--- config.mk ---
export PLATFORM = sky130hd
export DESIGN_NAME = itr_ctrl
export DESIGN_NICKNAME = d
export VERILOG_FILES = /design/src/rtl/itr_ctrl.sv
export SDC_FILE = /design/constraint.sdc
export NUM_CORES = 1
export LEC_CHECK = 0
export ABC_AREA = 1
export CELL_PAD_IN_SITES_DETAIL_PLACEMENT = 0
export CELL_PAD_IN_SITES_GLOBAL_PLACEMENT = 1
export CORE_UTILIZATION = 36
export CTS_BUF_LIST = sky130_fd_sc_hd__clkbuf_8
export DETAILED_ROUTE_END_ITERATION = 8
export PLACE_DENSITY = 0.91
export SYNTH_ARGS = -nofsm -noshare
export SYNTH_HDL_FRONTEND = slang
export SYNTH_SLANG_ARGS = --single-unit
--- constraint.sdc ---
create_clock -name clk -period 2.5 [get_ports clk]
set_clock_uncertainty 0.1 [all_clocks]
set_input_delay 0.625 -clock clk [delete_from_list [all_inputs] [get_ports clk]]
set_output_delay 0.625 -clock clk [all_outputs]
set_load 0.02 [all_outputs]
--- src/rtl/itr_ctrl.sv ---
// Vectored interrupt controller: edge-triggered pending bits, fixed priority,
// nested preemption with a bounded in-service stack.
module itr_ctrl #(
    parameter int unsigned NUITRS = 4,
    parameter int unsigned MINSTW = 9,
    parameter int unsigned ITRBAS = 1,
    parameter int unsigned ITRSTP = 4,
    parameter int unsigned NDEPTH = 2
) (
    input  logic                          clk,
    input  logic                          rst,
    input  logic [NUITRS-1:0]             irq_in,
    input  logic                          itr_en,
    input  logic                          mask_wr,
    input  logic [NUITRS-1:0]             mask_in,
    input  logic                          ack,
    input  logic                          reti,
    output logic                          itr,
    output logic [MINSTW-1:0]             itr_addr,
    output logic [$clog2(NUITRS)-1:0]     itr_id,
    output logic [NUITRS-1:0]             pending,
    output logic [$clog2(NDEPTH+1)-1:0]   nest_lvl
);

    localparam int unsigned IDW = $clog2(NUITRS);
    localparam int unsigned NLW = $clog2(NDEPTH + 1);

    typedef enum logic {IDLE, REQ} state_e;

    state_e              state_q, state_d;
    logic                itr_q, itr_d;
    logic [IDW-1:0]      id_q, id_d;
    logic [MINSTW-1:0]   addr_q, addr_d;
    logic [NUITRS-1:0]   pend_q, pend_d;
    logic [NUITRS-1:0]   mask_q, mask_d;
    logic [NUITRS-1:0]   irq_q, irq_d;
    logic [NUITRS-1:0]   irq_dly_q, irq_dly_d;
    logic                arm_q, arm_d;
    logic [NLW-1:0]      nest_q, nest_d;
    logic [IDW-1:0]      stk_q [NDEPTH];
    logic [IDW-1:0]      stk_d [NDEPTH];

    logic [NUITRS-1:0]   rise;
    logic [NUITRS-1:0]   clr;
    logic                found;
    logic [IDW-1:0]      cand_id;
    logic [IDW-1:0]      top_id;
    logic                eligible;
    logic                push;
    logic                pop;
    logic [NLW-1:0]      wr_idx;

    always_comb begin
        state_d   = state_q;
        itr_d     = itr_q;
        id_d      = id_q;
        addr_d    = addr_q;
        mask_d    = mask_wr ? mask_in : mask_q;
        irq_d     = irq_in;
        // First post-reset sample primes both stages so a held line is not seen as an edge
        irq_dly_d = arm_q ? irq_q : irq_in;
        arm_d     = 1'b1;
        clr       = '0;
        push      = 1'b0;
        pop       = reti && (nest_q != '0);
        stk_d     = stk_q;
        rise      = irq_q & ~irq_dly_q;

        found   = 1'b0;
        cand_id = '0;
        for (int i = int'(NUITRS) - 1; i >= 0; i--) begin
            if (pend_q[i] && mask_q[i]) begin
                found   = 1'b1;
                cand_id = IDW'(i);
            end
        end

        top_id = '0;
        for (int i = 0; i < int'(NDEPTH); i++) begin
            if (NLW'(i + 1) == nest_q) top_id = stk_q[i];
        end

        eligible = found && ((nest_q == '0) || (cand_id < top_id))
                   && (nest_q < NLW'(NDEPTH));

        case (state_q)
            IDLE: begin
                if (itr_en && eligible) begin
                    state_d = REQ;
                    itr_d   = 1'b1;
                    id_d    = cand_id;
                    addr_d  = MINSTW'(ITRBAS + ITRSTP * 32'(cand_id));
                end
            end
            REQ: begin
                if (ack) begin
                    state_d = IDLE;
                    itr_d   = 1'b0;
                    clr     = NUITRS'(1) << id_q;
                    push    = 1'b1;
                end
            end
            default: state_d = IDLE;
        endcase

        // A fresh edge in the ack cycle wins over the clear
        pend_d = (pend_q & ~clr) | rise;

        // Simultaneous push and pop replaces the top entry in place
        wr_idx = pop ? (nest_q - NLW'(1)) : nest_q;
        for (int i = 0; i < int'(NDEPTH); i++) begin
            if (push && (NLW'(i) == wr_idx)) stk_d[i] = id_q;
        end
        nest_d = nest_q + NLW'(push) - NLW'(pop);
    end

    always_ff @(posedge clk) begin
        if (!rst) begin
            state_q   <= IDLE;
            itr_q     <= 1'b0;
            id_q      <= '0;
            addr_q    <= '0;
            pend_q    <= '0;
            mask_q    <= '1;
            irq_q     <= '0;
            irq_dly_q <= '0;
            arm_q     <= 1'b0;
            nest_q    <= '0;
            for (int i = 0; i < int'(NDEPTH); i++) stk_q[i] <= '0;
        end else begin
            state_q   <= state_d;
            itr_q     <= itr_d;
            id_q      <= id_d;
            addr_q    <= addr_d;
            pend_q    <= pend_d;
            mask_q    <= mask_d;
            irq_q     <= irq_d;
            irq_dly_q <= irq_dly_d;
            arm_q     <= arm_d;
            nest_q    <= nest_d;
            stk_q     <= stk_d;
        end
    end

    assign itr      = itr_q;
    assign itr_id   = id_q;
    assign itr_addr = addr_q;
    assign pending  = pend_q;
    assign nest_lvl = nest_q;

endmodule
==> summary.md <==
| Metric | Value |
|---|---|
| Count of unique library cells instantiated by Yosys | `19` |
| Floorplan die area | `slightly below 0.004 mm^2` |
| Main combinational cell family by area after synthesis | `simple AND/OR/NAND/NOR gates` |
| RSZ-0062 raised after global routing | `no` |
| Max Cap Violations | `0` |
| Pin count of the biggest net entering global routing | `15` |
| TNS Setup | `0 ns` |
| Warnings from Yosys | `0` |
| Syn Std Cell Area | `about 0.0013 mm^2` |
| Residual overflow from global routing | `0` |
| Maximum clock rate | `about 460 MHz` |
| Internal portion of total power | `between 0.0007 and 0.0008 W` |
| Share of final-layout standard cells stronger than drive strength 1 | `around a tenth` |
| Area used by multi-input combinational logic | `577 um^2` |
| Number of port buffers | `25` |
| LEAKAGE | `~0.74 nW` |
| Post-Synth XOR/XNOR Area | `about 1.3%` |
| Portion of total power attributed to sequential cells | `between 40% and 50%` |
| Clk Tree Root Cell | `sky130_fd_sc_hd__clkbuf_8` |
| Final hold slack | `about 0.35 ns` |
| Count of final hold-check violations | `0` |
| Initial Utilization | `between 30% and 40%` |
| Post-synthesis compound-gate area fraction | `12.7%` |
| Most instantiated library cell after synthesis | `sky130_fd_sc_hd__nand2_1` |
| Routed wirelength normalized by instance count | `9.56 um` |
| Number of vias per cell | `approximately 4.3` |
| Worst setup startpoint | `nest_lvl[1]` |
| Placement Rows | `21` |
| Detail Placement HPWL | `roughly 1.8 mm` |
| Proportion of synthesized flip-flops having asynchronous set or reset | `0%` |
| TritonCTS Buffers | `3` |
| Post-layout minimum cycle time | `2.16 ns` |
| Final Routed Wirelength | `about 2.3 mm` |
| Die Ht | `around 62 um` |
| Sequence of cells on the critical path | `clkdlybuf4s50_1` |
| Final GP Congestion | `between 0.7 and 0.8` |
| Syn Inst Count | `169` |
| Critical register-to-register path startpoint | `nest_lvl[1]` |
| Number of global-route vias before repair | `between 800 and 900` |
| Critical path peak fanout | `7` |
| Worst min-delay path category | `flip-flop to flip-flop` |
| FF/Latch Area | `between 500 and 600 um^2` |
| Number of enable-type register cells in the synthesized netlist | `0` |
| Clock tree from TritonCTS | `built` |
| Largest incremental delay on the critical path | `approximately 0.66 ns` |
| Remaining design rule violation count | `0` |
| Core outline area | `0.00339 mm^2` |
| Critical Path Sink Type | `output pin` |
| CP Buf/Inv Count | `1` |
| # fillers | `roughly 350` |
| Area share of and/or/nand/nor cells after synthesis | `22.8%` |
| Proportion of netlist area held by the largest area contributor | `between 40% and 50%` |
| Hold-fix buffer count after cts | `0` |
| Final worst-path cycle share | `approximately 86%` |
| Total routing usage reported by global routing | `between 10% and 20%` |
| Number of cells in the finished layout apart from fillers | `239` |
| Global-route wire length before repair | `about 3.7 mm` |
| Cell types with the largest area share after synthesis | `sky130_fd_sc_hd__dfxtp_1 43%, sky130_fd_sc_hd__nand2_1 10%, sky130_fd_sc_hd__inv_1 6.6%` |
| Startpoint of the worst hold path | `stk_q[0]` |
| Number of antenna violations at the first check in global routing | `0` |
| Area Overhead vs Synth | `22.8%` |
| Commonest cells post-synth | `35 x sky130_fd_sc_hd__nand2_1, 28 x sky130_fd_sc_hd__dfxtp_1, 23 x sky130_fd_sc_hd__inv_1` |
| Primary flip-flop cell chosen by synthesis mapping | `sky130_fd_sc_hd__dfxtp_1` |
| Inserted Diodes | `0` |
| Clock network power share | `a little under a fifth` |
| Clock slew at reported path FFs | `0.09 ns` |
| Multiplexer area fraction after synthesis | `0%` |
| Sequential area share after synthesis | `between 40% and 50%` |
| Cell type contributing the most total cell area after synthesis | `sky130_fd_sc_hd__dfxtp_1` |
| Outcome | `finished clean` |
| Setup Fix Bufs, Post-CTS | `0` |
| DRC violation total after the first TritonRoute iteration | `57` |
| Internal reg-to-reg setup slack | `approximately 0.50 ns` |
| Final number of max-transition violations | `0` |
| Maximum level of the CTS H-tree | `1` |
| Worst IR drop on VDD | `around 0.42 mV` |
| Number of nets in the layout | `between 200 and 250` |
| Pre-CTS setup slack | `between 0.15 and 0.2 ns` |
| Sw Pwr | `between 0.0004 and 0.0005 W` |
| Total I/O pin count | `32` |
| Post-cts sizing count | `0` |
| CTS max path bufs | `2` |
| Adder and majority cell fraction of the synthesized area | `5.76%` |
| Critical Path AT | `roughly 1.4 ns` |
| Family with the most delay on the worst path | `buffers and inverters` |
| Kind of start point of the critical path | `flip-flop` |
| Type of the worst setup path | `flip-flop to output pin` |
| Switching Share | `between 30% and 40%` |
| Worst-Skew Late Latency | `~0.27 ns` |
| Placed Instances | `236` |
| Setup violation total in the final timing report | `0` |
| P per Cell Area | `a little under 800 mW/mm^2` |
| Avg Inst Size Synth | `7.71 um^2` |
| Post-DRT Antenna Nets | `0` |
| Vias post-DR | `a little over 1000` |
| Slowest-stage cell, CP | `sky130_fd_sc_hd__clkdlybuf4s50_1` |
| Number of storage elements in the synthesis netlist | `28` |
| Final Total Pwr | `~0.0012 W` |
| Final critical-path setup slack | `~0.34 ns` |
| Relative contribution of combinational cells to total power | `35.4%` |
| Required @ worst endpoint | `approximately 1.8 ns` |
| Number of sinks handled by clock tree synthesis | `28` |
| Width of the chip | `between 60 and 70 um` |
| First-pass iteration count of the detailed router | `4` |
-- per-stage QoR --
step	cell area, um^2	util [%]
finish	1600	47.2
global route	1600	47.2
CTS	1600	47.2
detailed placement	1560	46.0
global placement	1560	46.0
floorplan	1320	-
-- registers in the layout, summed over array words and instances, names as in the netlist, 2 cells and up --
signal and cells:
itr_id 2, irq_q 4, nest_lvl 2, stk_q 4, irq_dly_q 4, mask_q 4
pending 4
-- cell usage in the layout, fill, tap and decap left out, types with 4 or more instances in the layout --
cell / count
sky130_fd_sc_hd__a21oi_1: 15
sky130_fd_sc_hd__clkdlybuf4s50_1: 25
sky130_fd_sc_hd__conb_1: 6
sky130_fd_sc_hd__dfxtp_1: 28
sky130_fd_sc_hd__ha_1: 6
sky130_fd_sc_hd__inv_1: 23
sky130_fd_sc_hd__inv_2: 5
sky130_fd_sc_hd__nand2_1: 35
sky130_fd_sc_hd__nand2_2: 6
sky130_fd_sc_hd__nand3_1: 8
sky130_fd_sc_hd__nor2_1: 10
sky130_fd_sc_hd__o21ai_0: 7
sky130_fd_sc_hd__o21ai_1: 5
sky130_fd_sc_hd__o31ai_1: 4
-- path summary, 6_finish.rpt --
check | endpoint | cells past startpoint
min | stk_q[0] | 2
max reg2reg | nest_lvl[1] | 11
max | nest_lvl[1] | 1
min reg2reg | stk_q[0] | 2
-- cell families (layout without fill, tap and decap cells) --
kind of cell,count (synthesis),after routing
buffers and inverters,38,57
adder cells (fa/ha/maj),6,6
flip-flops,28,28
AND/OR/NAND/NOR,63,63
other,1,6
XOR/XNOR,2,2
AO/OA/AOI/OAI,31,31
-- area by class of cell --
type | instances | share of cell area, %
clock buffers | 3 | 2.58
inverters | 28 | 6.57
multi-input cells | 108 | 36.1
flip-flops and latches | 28 | 35.1
well taps | 46 | 3.60
repair buffers | 26 | 16.1
-- per-layer routing --
metal | share of wire, % | GRT usage (%) | up-vias
li1 | - | - | 566
met1 | 52 | 16.2 | 430
met2 | 42 | 18.3 | 27
met3 | 5.2 | 4.60 | 2
met4 | 0.88 | 3.49 | 0
met5 | 0 | 0 | -
-- power groups by stage --
stage	clock (W)	sequential, W	combinational (W)
after global routing	0.000265	0.000579	0.000491
after CTS	0.000246	0.000571	0.000446
after floorplan	0	0.000604	0.000283
final	0.000238	0.000569	0.000441
after detailed placement	0	0.000581	0.000444
after global placement	0	0.000580	0.000439
-- worst reg2reg max path: stages (launching register included) --
cell and delay [ns]:
sky130_fd_sc_hd__dfxtp_1 0.50, sky130_fd_sc_hd__inv_1 0.11, sky130_fd_sc_hd__ha_1 0.20, sky130_fd_sc_hd__inv_2 0.09, sky130_fd_sc_hd__nand2_2 0.08, sky130_fd_sc_hd__inv_1 0.06, sky130_fd_sc_hd__ha_1 0.22, sky130_fd_sc_hd__inv_1 0.05
sky130_fd_sc_hd__ha_1 0.14, sky130_fd_sc_hd__xor2_1 0.17, sky130_fd_sc_hd__o21ai_0 0.09, sky130_fd_sc_hd__a21oi_1 0.12
(Power assumes the default switching activity.)
